### config.mk
export PLATFORM = sky130hd
export DESIGN_NAME = spi_tx
export DESIGN_NICKNAME = d
export VERILOG_FILES = /design/src/rtl/spi_pkg.sv /design/src/rtl/spi_tx_fifo.sv /design/src/rtl/spi_tx.sv
export SDC_FILE = /design/constraint.sdc
export NUM_CORES = 1
export LEC_CHECK = 0
export BUFFER_PORTS_ARGS = -buffer_cell sky130_fd_sc_hd__buf_2
export CAP_MARGIN = 20
export CORE_ASPECT_RATIO = 0.75
export CORE_UTILIZATION = 53
export DETAILED_ROUTE_END_ITERATION = 10
export PLACE_DENSITY = 0.74
export SETUP_SLACK_MARGIN = 0.4
export SLEW_MARGIN = 40
export SYNTH_ARGS = -nofsm -noshare
export SYNTH_HDL_FRONTEND = slang
export SYNTH_SLANG_ARGS = --single-unit
### constraint.sdc
create_clock -name clk -period 1.7 [get_ports clk]
set_input_delay 0.255 -clock clk [delete_from_list [all_inputs] [get_ports clk]]
set_output_delay 0.255 -clock clk [all_outputs]
set_load 0.01 [all_outputs]
### src/rtl/spi_pkg.sv
// Shared SPI frame definitions used by both the transmitter and the receiver side.
package spi_pkg;

    localparam int unsigned SPI_FRAME_BITS = 8;
    localparam int unsigned SPI_BIT_W      = $clog2(SPI_FRAME_BITS);

    typedef logic [SPI_FRAME_BITS-1:0] spi_byte_t;

    typedef enum logic [2:0] {
        ST_IDLE,
        ST_SETUP,
        ST_HIGH,
        ST_LOW,
        ST_HOLD,
        ST_GAP
    } spi_tx_state_t;

    // True for every state in which cs is asserted and sdo carries frame data.
    function automatic logic frame_active(input spi_tx_state_t s);
        return (s == ST_SETUP) || (s == ST_HIGH) || (s == ST_LOW) || (s == ST_HOLD);
    endfunction

endpackage

### src/rtl/spi_tx_fifo.sv
// Small synchronous byte FIFO with registered level and status flags.
module spi_tx_fifo
    import spi_pkg::*;
#(
    parameter int unsigned DEPTH = 4
) (
    input  logic                     clk,
    input  logic                     reset_n,
    input  logic                     wr_en,
    input  spi_byte_t                wr_data,
    input  logic                     rd_en,
    output spi_byte_t                rd_data_c,
    output logic                     full,
    output logic                     empty,
    output logic                     wr_ready,
    output logic [$clog2(DEPTH):0]   level
);

    localparam int unsigned AW = $clog2(DEPTH);
    localparam int unsigned LW = AW + 1;

    spi_byte_t       mem [DEPTH];
    logic [AW-1:0]   wr_ptr;
    logic [AW-1:0]   rd_ptr;
    logic [LW-1:0]   level_n;
    logic            push;
    logic            pop;

    assign push      = wr_en && !full;
    assign pop       = rd_en && !empty;
    assign rd_data_c = mem[rd_ptr];

    // Occupancy after this cycle's push/pop; simultaneous push and pop cancel.
    always_comb begin
        level_n = level;
        if (push && !pop) begin
            level_n = level + LW'(1);
        end else if (pop && !push) begin
            level_n = level - LW'(1);
        end
    end

    // Storage array; contents need no reset since level gates every read.
    always_ff @(posedge clk) begin
        if (push) begin
            mem[wr_ptr] <= wr_data;
        end
    end

    // Pointers (wrapping modulo DEPTH), level and registered status flags.
    always_ff @(posedge clk or negedge reset_n) begin
        if (!reset_n) begin
            wr_ptr   <= '0;
            rd_ptr   <= '0;
            level    <= '0;
            full     <= 1'b0;
            empty    <= 1'b1;
            wr_ready <= 1'b1;
        end else begin
            if (push) begin
                wr_ptr <= wr_ptr + AW'(1);
            end
            if (pop) begin
                rd_ptr <= rd_ptr + AW'(1);
            end
            level    <= level_n;
            full     <= (level_n == LW'(DEPTH));
            empty    <= (level_n == '0);
            wr_ready <= (level_n != LW'(DEPTH));
        end
    end

endmodule

### src/rtl/spi_tx.sv
// SPI mode-0 controller-side transmitter: one framed MSB-first byte per FIFO entry.
module spi_tx
    import spi_pkg::*;
#(
    parameter int unsigned CLK_DIV = 2,
    parameter int unsigned DEPTH   = 4
) (
    input  logic                     clk,
    input  logic                     reset_n,
    input  logic [7:0]               in_data,
    input  logic                     in_valid,
    output logic                     in_ready,
    output logic                     sck,
    output logic                     cs,
    output logic                     sdo,
    output logic                     busy,
    output logic                     frame_done,
    output logic [$clog2(DEPTH):0]   level
);

    localparam int unsigned        PHASE_W    = (CLK_DIV > 1) ? $clog2(CLK_DIV) : 1;
    localparam logic [PHASE_W-1:0] PHASE_LAST = PHASE_W'(CLK_DIV - 1);

    spi_tx_state_t          state;
    spi_tx_state_t          state_n;
    logic [PHASE_W-1:0]     phase;
    logic [PHASE_W-1:0]     phase_n;
    spi_byte_t              shift;
    spi_byte_t              shift_n;
    logic [SPI_BIT_W-1:0]   bit_cnt;
    logic [SPI_BIT_W-1:0]   bit_cnt_n;
    logic                   phase_last;
    logic                   pop_c;

    spi_byte_t              head_c;
    logic                   fifo_full;
    logic                   fifo_empty;

    logic                   cs_c;
    logic                   sck_c;
    logic                   sdo_c;
    logic                   busy_c;
    logic                   frame_done_c;

    spi_tx_fifo #(
        .DEPTH (DEPTH)
    ) u_fifo (
        .clk       (clk),
        .reset_n   (reset_n),
        .wr_en     (in_valid && !fifo_full),
        .wr_data   (in_data),
        .rd_en     (pop_c),
        .rd_data_c (head_c),
        .full      (fifo_full),
        .empty     (fifo_empty),
        .wr_ready  (in_ready),
        .level     (level)
    );

    assign phase_last = (phase == PHASE_LAST);

    // FSM state, phase divider, shifter and bit counter registers.
    always_ff @(posedge clk or negedge reset_n) begin
        if (!reset_n) begin
            state   <= ST_IDLE;
            phase   <= '0;
            shift   <= '0;
            bit_cnt <= '0;
        end else begin
            state   <= state_n;
            phase   <= phase_n;
            shift   <= shift_n;
            bit_cnt <= bit_cnt_n;
        end
    end

    // Next-state logic: every non-idle state lasts exactly CLK_DIV cycles.
    always_comb begin
        state_n   = state;
        shift_n   = shift;
        bit_cnt_n = bit_cnt;
        pop_c     = 1'b0;
        phase_n   = (state == ST_IDLE || phase_last) ? '0 : phase + PHASE_W'(1);
        unique case (state)
            ST_IDLE: begin
                if (!fifo_empty) begin
                    pop_c     = 1'b1;
                    shift_n   = head_c;
                    bit_cnt_n = SPI_BIT_W'(SPI_FRAME_BITS - 1);
                    state_n   = ST_SETUP;
                end
            end
            ST_SETUP: begin
                if (phase_last) state_n = ST_HIGH;
            end
            ST_HIGH: begin
                if (phase_last) begin
                    if (bit_cnt == '0) begin
                        state_n = ST_HOLD;
                    end else begin
                        shift_n   = {shift[SPI_FRAME_BITS-2:0], 1'b0};
                        bit_cnt_n = bit_cnt - SPI_BIT_W'(1);
                        state_n   = ST_LOW;
                    end
                end
            end
            ST_LOW: begin
                if (phase_last) state_n = ST_HIGH;
            end
            ST_HOLD: begin
                if (phase_last) state_n = ST_GAP;
            end
            ST_GAP: begin
                if (phase_last) state_n = ST_IDLE;
            end
            default: begin
                state_n = ST_IDLE;
            end
        endcase
    end

    // Output decode from the upcoming state so the pins change in step with it.
    always_comb begin
        cs_c         = frame_active(state_n);
        sck_c        = (state_n == ST_HIGH);
        sdo_c        = frame_active(state_n) ? shift_n[SPI_FRAME_BITS-1] : 1'b0;
        busy_c       = (state_n != ST_IDLE);
        frame_done_c = (state_n == ST_GAP) && (state != ST_GAP);
    end

    // Registered, glitch-free pin drivers.
    always_ff @(posedge clk or negedge reset_n) begin
        if (!reset_n) begin
            cs         <= 1'b0;
            sck        <= 1'b0;
            sdo        <= 1'b0;
            busy       <= 1'b0;
            frame_done <= 1'b0;
        end else begin
            cs         <= cs_c;
            sck        <= sck_c;
            sdo        <= sdo_c;
            busy       <= busy_c;
            frame_done <= frame_done_c;
        end
    end

endmodule

==> results of run 1 <==
==> worst max-delay path, cell delays in order (launching register included) <==
cell      delay [ps]
dfrtp_1          430
or4_4            590
xnor2_4          170
o311ai_4         260
a21boi_2         200
==> worst max path at each step <==
stage                   from           end  slack [ps]  cells past startpoint
floorplan           state[0]  u_fifo.empty         -60                      6
global route        state[2]   u_fifo.full         -60                      4
CTS                 state[2]  u_fifo.empty          20                      4
detailed placement  state[2]   u_fifo.full         -50                      4
global placement    state[2]  u_fifo.empty          20                      4
finish              state[2]  u_fifo.empty          -9                      4
==> where the power goes <==
group          internal (mW)  leakage, nW  switching, mW  total (mW)
clock                  0.659       0.0949          0.527        1.19
sequential              2.02        0.651          0.223        2.24
combinational           1.24        0.713           1.17        2.40
total                   3.91         1.46           1.92        5.83
==> Yosys cell counts, types with 5 or more instances <==
master    count
ha_1          8
o21ai_0       8
and2_1        7
nor2_1        5
inv_1         7
dfrtp_1      28
edfxtp_1     32
nand2_1      20
mux4_2        8
a22oi_1       6
==> layout make-up <==
cell class	instances	share of cell area [%]
Sequential cell	62	49.9
Multi-Input combinational cell	107	29.9
Timing Repair Buffer	54	12.1
Clock buffer	10	3.72
Tap cell	57	2.08
Clock inverter	6	1.53
Inverter	7	0.765
==> sequential cells by signal, summed over array words and instances, names as in the netlist <==
register         cells
frame_done           1
u_fifo.mem          32
u_fifo.full          1
u_fifo.empty         1
u_fifo.rd_ptr        2
u_fifo.level         3
u_fifo.wr_ptr        2
sdo                  1
shift                8
bit_cnt              3
cs                   1
u_fifo.wr_ready      1
phase                1
sck                  1
state                3
busy                 1
==> routing by layer <==
layer | GRT usage, % | share of wire [%] | up-vias
met5 | 0 | 0 | -
met4 | 7.11 | 1.9 | 0
met1 | 27.7 | 44 | 842
li1 | - | - | 791
met3 | 8.52 | 4.3 | 9
met2 | 34.7 | 50 | 34
==> cell families (layout without fill, tap and decap cells) <==
family	Yosys count	after routing
muxes	9	9
and+or+nand+nor	54	54
adders and majority gates	8	8
buffers and inverters	17	77
xor gates and xnor gates	6	6
AOI/OAI and AO/OA	30	30
DFF	62	62
==> repair_timing <==
action | CTS | global route
hold endpoints to repair | 28 | 0
hold buffers | 1 | 0
setup endpoints to repair | 54 | 58
pin swaps | 26 | 12
gates resized for setup | 35 | 16
cloned | 1 | 0
setup buffers | 13 | 4
==> placed cells by master, fill, tap and decap left out, drive strengths merged, types with 7 or more instances in the layout <==
cell and n:
nand2 20, ha 8, mux4 8, inv 7
o21ai 8, edfxtp 32, and2 7, clkbuf 10
dfrtp 28, buf 53
==> run metrics, run 1 <==
status finished with violations; failing checks DRC, setup timing; Worst Hold Path EP u_fifo.mem[2][1]; CP endpoint kind register; TritonCTS clock tree built; main combinational cell family by area after synthesis simple AND/OR/NAND/NOR gates; hold path depth 1; r2r setup slk -9 ps; total CTS buffers 9; Layout Nets 260; antenna cells 0; Main synth FF type edfxtp_1; FF-to-FF path depth 4; Post-Synth Simple-Gate Area 10.8%; largest cells by area after synthesis edfxtp_1 (36%), dfrtp_1 (26%), mux4_2 (6.7%); grt total ovfl 0; CP required 1970 ps; Layout area overhead 28.6%; wire per inst between 15 and 20 um; final hold vios 0; Pleak 1.46 nW; Post-synth ARST share 48.4%; syn_area_per_cell 14.4 um^2; IO buf count 19; row count 21; Final Worst Setup Slack -8.84 ps; multi-input logic area 1030 um^2; clock sinks 62; Yosys reg bits 62; Non-Filler Instances about 300; fraction of synthesized area in multiplexers 7.12%; DRT antenna net count 0; fin crit period ~1700 ps; Util after Layout about 74%; slew at the pin closest to its max-slew limit 654 ps; RR Endpoint u_fifo.empty; layout cells sized above 1 45.1%; syn nets between 200 and 250; largest area contributor in the netlist edfxtp_1; mapped cell area ~2700 um^2; hold path startpoint in_data[1]; Post-Route WL 5160 um; Post-Place Worst Slack -53.6 ps; Hold WS between 100 and 150 ps; max_cap viols 0; Placed Area 2920 um^2; Worst Setup Start Kind register; DRC 1; Vert. Die Dim between 60 and 70 um; largest net degree at the start of global routing 31; initial core utilization 57.4%; Post-Synth Adder-Cell Area 3.75%; hpwl dp ~3200 um; worst vdd ir 1.01 mV; mean number of vias per cell 5.53; Max Slew Vio Count 0; setup tns final -15.9 ps; first-pass GRT wire length about 8400 um; kind of critical path reg2reg; Worst-Skew Late Latency between 300 and 400 ps; worst rel slew slack 56.4%; Crit Path Max Fanout 3; die width between 80 and 90 um; Worst-path clk slew roughly 70 ps; period utilization 101%; CTS root buffer clkbuf_8; number of enable flip-flop cells after synthesis 32; register area share after synthesis around 64%; top cell type's share of synthesized area 36.0%; Compound-Gate Fraction of Synth Area just over 8%; Syn Inst Count 186; Placer Congestion 0.788; core area roughly 4700 um^2; Initial DRC Count 105; RSZ-0062 raised after global routing true; initial antenna violation count 0; CP arrival about 2000 ps; Post-Synth XOR/XNOR Area 2.67%; synth warn 0; Filler cells 279; synth unique cells 43; All-Layer GR Usage 21.8%; Post-Route Skew approximately 9.4 ps; vias in the first global route 1720; via count 1676; worst r2r src state[2]; Hold Crit Class in2reg; total power 5.83 mW; PwrDens 1700 nW/um^2; Register Area between 1500 and 2000 um^2; final setup vio count 2; H-tree depth 3; Longest Clk Path Bufs 2; fin area 3430 um^2; num ports 20; Cells after DPL 268; Max Fclk 585 MHz; Die ar. ~5300 um^2; drt first pass iters 10
(Power assumes the default switching activity.)
==> run 2: changes to the inputs <==
--- a/config.mk
+++ b/config.mk
@@ -7,10 +7,12 @@
 export LEC_CHECK = 0
 export BUFFER_PORTS_ARGS = -buffer_cell sky130_fd_sc_hd__buf_2
 export CAP_MARGIN = 20
+export CELL_PAD_IN_SITES_DETAIL_PLACEMENT = 0
+export CELL_PAD_IN_SITES_GLOBAL_PLACEMENT = 2
 export CORE_ASPECT_RATIO = 0.75
-export CORE_UTILIZATION = 53
+export CORE_UTILIZATION = 38
 export DETAILED_ROUTE_END_ITERATION = 10
-export PLACE_DENSITY = 0.74
+export PLACE_DENSITY_LB_ADDON = 0.1
 export SETUP_SLACK_MARGIN = 0.4
 export SLEW_MARGIN = 40
 export SYNTH_ARGS = -nofsm -noshare
==> run 2 against run 1 <==
Effect of this change:
- the flow now finishes without violations
- non-clock buffer count increased by 1
- register-to-register slack improved by 20 ps
- fmax grew 1.2%
- via count increased by 0.18%
- total power rose by 0.11%
- critical endpoint unchanged
- largest power group unchanged
==> run metrics, run 2 (same netlist as run 1, synthesis figures left out) <==
status finished clean; wire per inst 16.3 um (-4.1%); final hold vios 0 (unchanged); period utilization 99.3% (-1.2 points); CP endpoint kind register; crit path from u_fifo.level[0]; fin crit period 1690 ps (-20.8 ps); IO buf count 19 (unchanged); hpwl dp 3520 um (+10%); die width 98.8 um (+18%); biggest registers after layout u_fifo.mem (32), shift (8); Max Fclk 592 MHz (+1.2%); max reg flops 32 (unchanged); All-Layer GR Usage 16.4% (-5.4 points); CP max-delay cell or4_4; setup tns final 0 ps (+15.9 ps); worst setup path endpoint u_fifo.empty; DRT antenna net count 0 (unchanged); CTS root buffer clkbuf_8; initial core utilization 39.3% (-18 points); max incr delay on CP 550 ps (-40 ps); fin area 3470 um^2 (+1.0%); Die ar. 7370 um^2 (+38%); TritonCTS clock tree built; worst vdd ir 0.651 mV (-35%); H-tree depth 3 (unchanged); worst path cell trace inv_1 > ha_1 > or4_4 > o311ai_4 > a21boi_2; first-pass GRT wire length 8720 um (+4.0%); FF-to-FF path depth 5 (+1); final setup vio count 0 (-2); slew at the pin closest to its max-slew limit 680 ps (+25.5 ps); Worst-path clk slew 70 ps (about the same); CP required 1960 ps (about the same); core area 6800 um^2 (+46%); Pleak 1.46 nW (+0.11%); DRC 0 (-1); worst r2r src u_fifo.level[0]; worst rel slew slack 54.7% (-1.7 points); mean number of vias per cell 5.07 (-8.3%); Register Area 1710 um^2 (unchanged); Vert. Die Dim 74.6 um (+18%); grt total ovfl 0 (unchanged); layout cells sized above 1 44.5% (-0.59 points); Util after Layout 51.0% (-23 points); Longest Clk Path Bufs 2 (unchanged); Worst Setup Start Kind register; total CTS buffers 9 (unchanged); Post-Route Skew 7.26 ps (-2.17 ps); antenna cells 0 (unchanged); Max Slew Vio Count 0 (unchanged); largest net degree at the start of global routing 31 (unchanged); PwrDens 1680 nW/um^2 (-0.90%); Top reg by flops u_fifo.mem; kind of critical path reg2reg; RR Endpoint u_fifo.empty; Hold Crit Class in2reg; commonest non-fill, non-tap cells in the layout edfxtp_1 (32), dfrtp_1 (28), buf_4 (26), nand2_1 (18), buf_2 (18); Crit Path Max Fanout 3 (unchanged); Initial DRC Count 68 (-35%); Layout area overhead 29.9%; row count 26 (+24%); Placer Congestion 0.811 (+2.8%); clock sinks 62 (unchanged); Post-Route WL 5400 um (+4.8%); initial antenna violation count 0 (unchanged); Placed Area 2980 um^2 (+2.2%); via count 1679 (+0.18%); drt first pass iters 4 (-6); num ports 20 (unchanged); vias in the first global route 1716 (-0.23%); Layout Nets 261 (+0.38%); r2r setup slk 10 ps (+20 ps); most common cell after layout, fill and taps aside edfxtp_1; CP arrival 1950 ps (-30 ps); max_cap viols 0 (unchanged); multi-input logic area 1020 um^2 (-0.24%); Filler cells 572 (+110%); RSZ-0062 raised after global routing true; Worst-Skew Late Latency 330 ps (about the same)
run 2: cell types whose count changed in the layout (fill, tap and decap cells not counted), sizes merged:
cell  change
buf       +1
run 2: worst max-delay path, delay by kind of cell (launching register included):
kind | cells | cell delay (ps)
flops | 1 | 390
compound gates | 2 | 300
fa+ha+maj | 1 | 260
simple gates | 1 | 550
buf+inv | 1 | 120
run 2: timing repair:
action	CTS	global route
endpoints found under the setup margin	54	25
hold buffers	1	0
cloned	1	0
pin swaps	19	12
gates resized for setup	27	20
setup buffers	8	6
hold endpoints to repair	28	0
run 2: layer usage:
| layer | vias to the layer above | wire length (um) | GRT usage (%) | share of wire (%) |
|---|---|---|---|---|
| met2 | 36 | 2660 | 26.0 | 49 |
| met3 | 2 | 232 | 7.05 | 4.3 |
| met1 | 849 | 2470 | 20.8 | 46 |
| met4 | 0 | 34 | 4.48 | 0.63 |
| li1 | 792 | - | - | - |
| met5 | - | 0 | 0 | 0 |
run 2: area by class of cell:
class	instances	share of cell area, %
clock buffers	10	3.68
clock inverters	6	1.51
inverters	7	0.757
multi-input cells	107	29.5
flip-flops and latches	62	49.4
well taps	84	3.03
repair buffers	55	12.1
run 2: where the power goes:
part,total [mW],switching (mW),internal [mW]
Combinational,2.42,1.17,1.25
Sequential,2.22,0.206,2.01
Clock,1.20,0.537,0.659
Total,5.83,1.91,3.92
run 2: metrics by stage:
stage	hold WS (ps)	std cells	power (mW)	setup slack, ps
floorplan	-40.6	186	3.47	-60.4
CTS	122	325	5.70	9.61
global placement	336	299	4.04	8.38
detailed placement	340	299	4.12	-52.2
global route	112	331	6.22	-84.8
finish	143	331	5.83	12.0
run 2: worst min-delay path by stage:
stage          startpoint               end  slack [ps]  cells past startpoint
2_1_floorplan     reset_n        bit_cnt[0]         -40                      0
3_3_place_gp      reset_n        frame_done         340                      1
3_5_place_dp      reset_n        bit_cnt[1]         340                      1
4_1_cts        in_data[2]  u_fifo.mem[3][2]         120                      1
5_1_grt        in_data[2]  u_fifo.mem[3][2]         110                      1
6_report       in_data[0]  u_fifo.mem[2][0]         140                      1
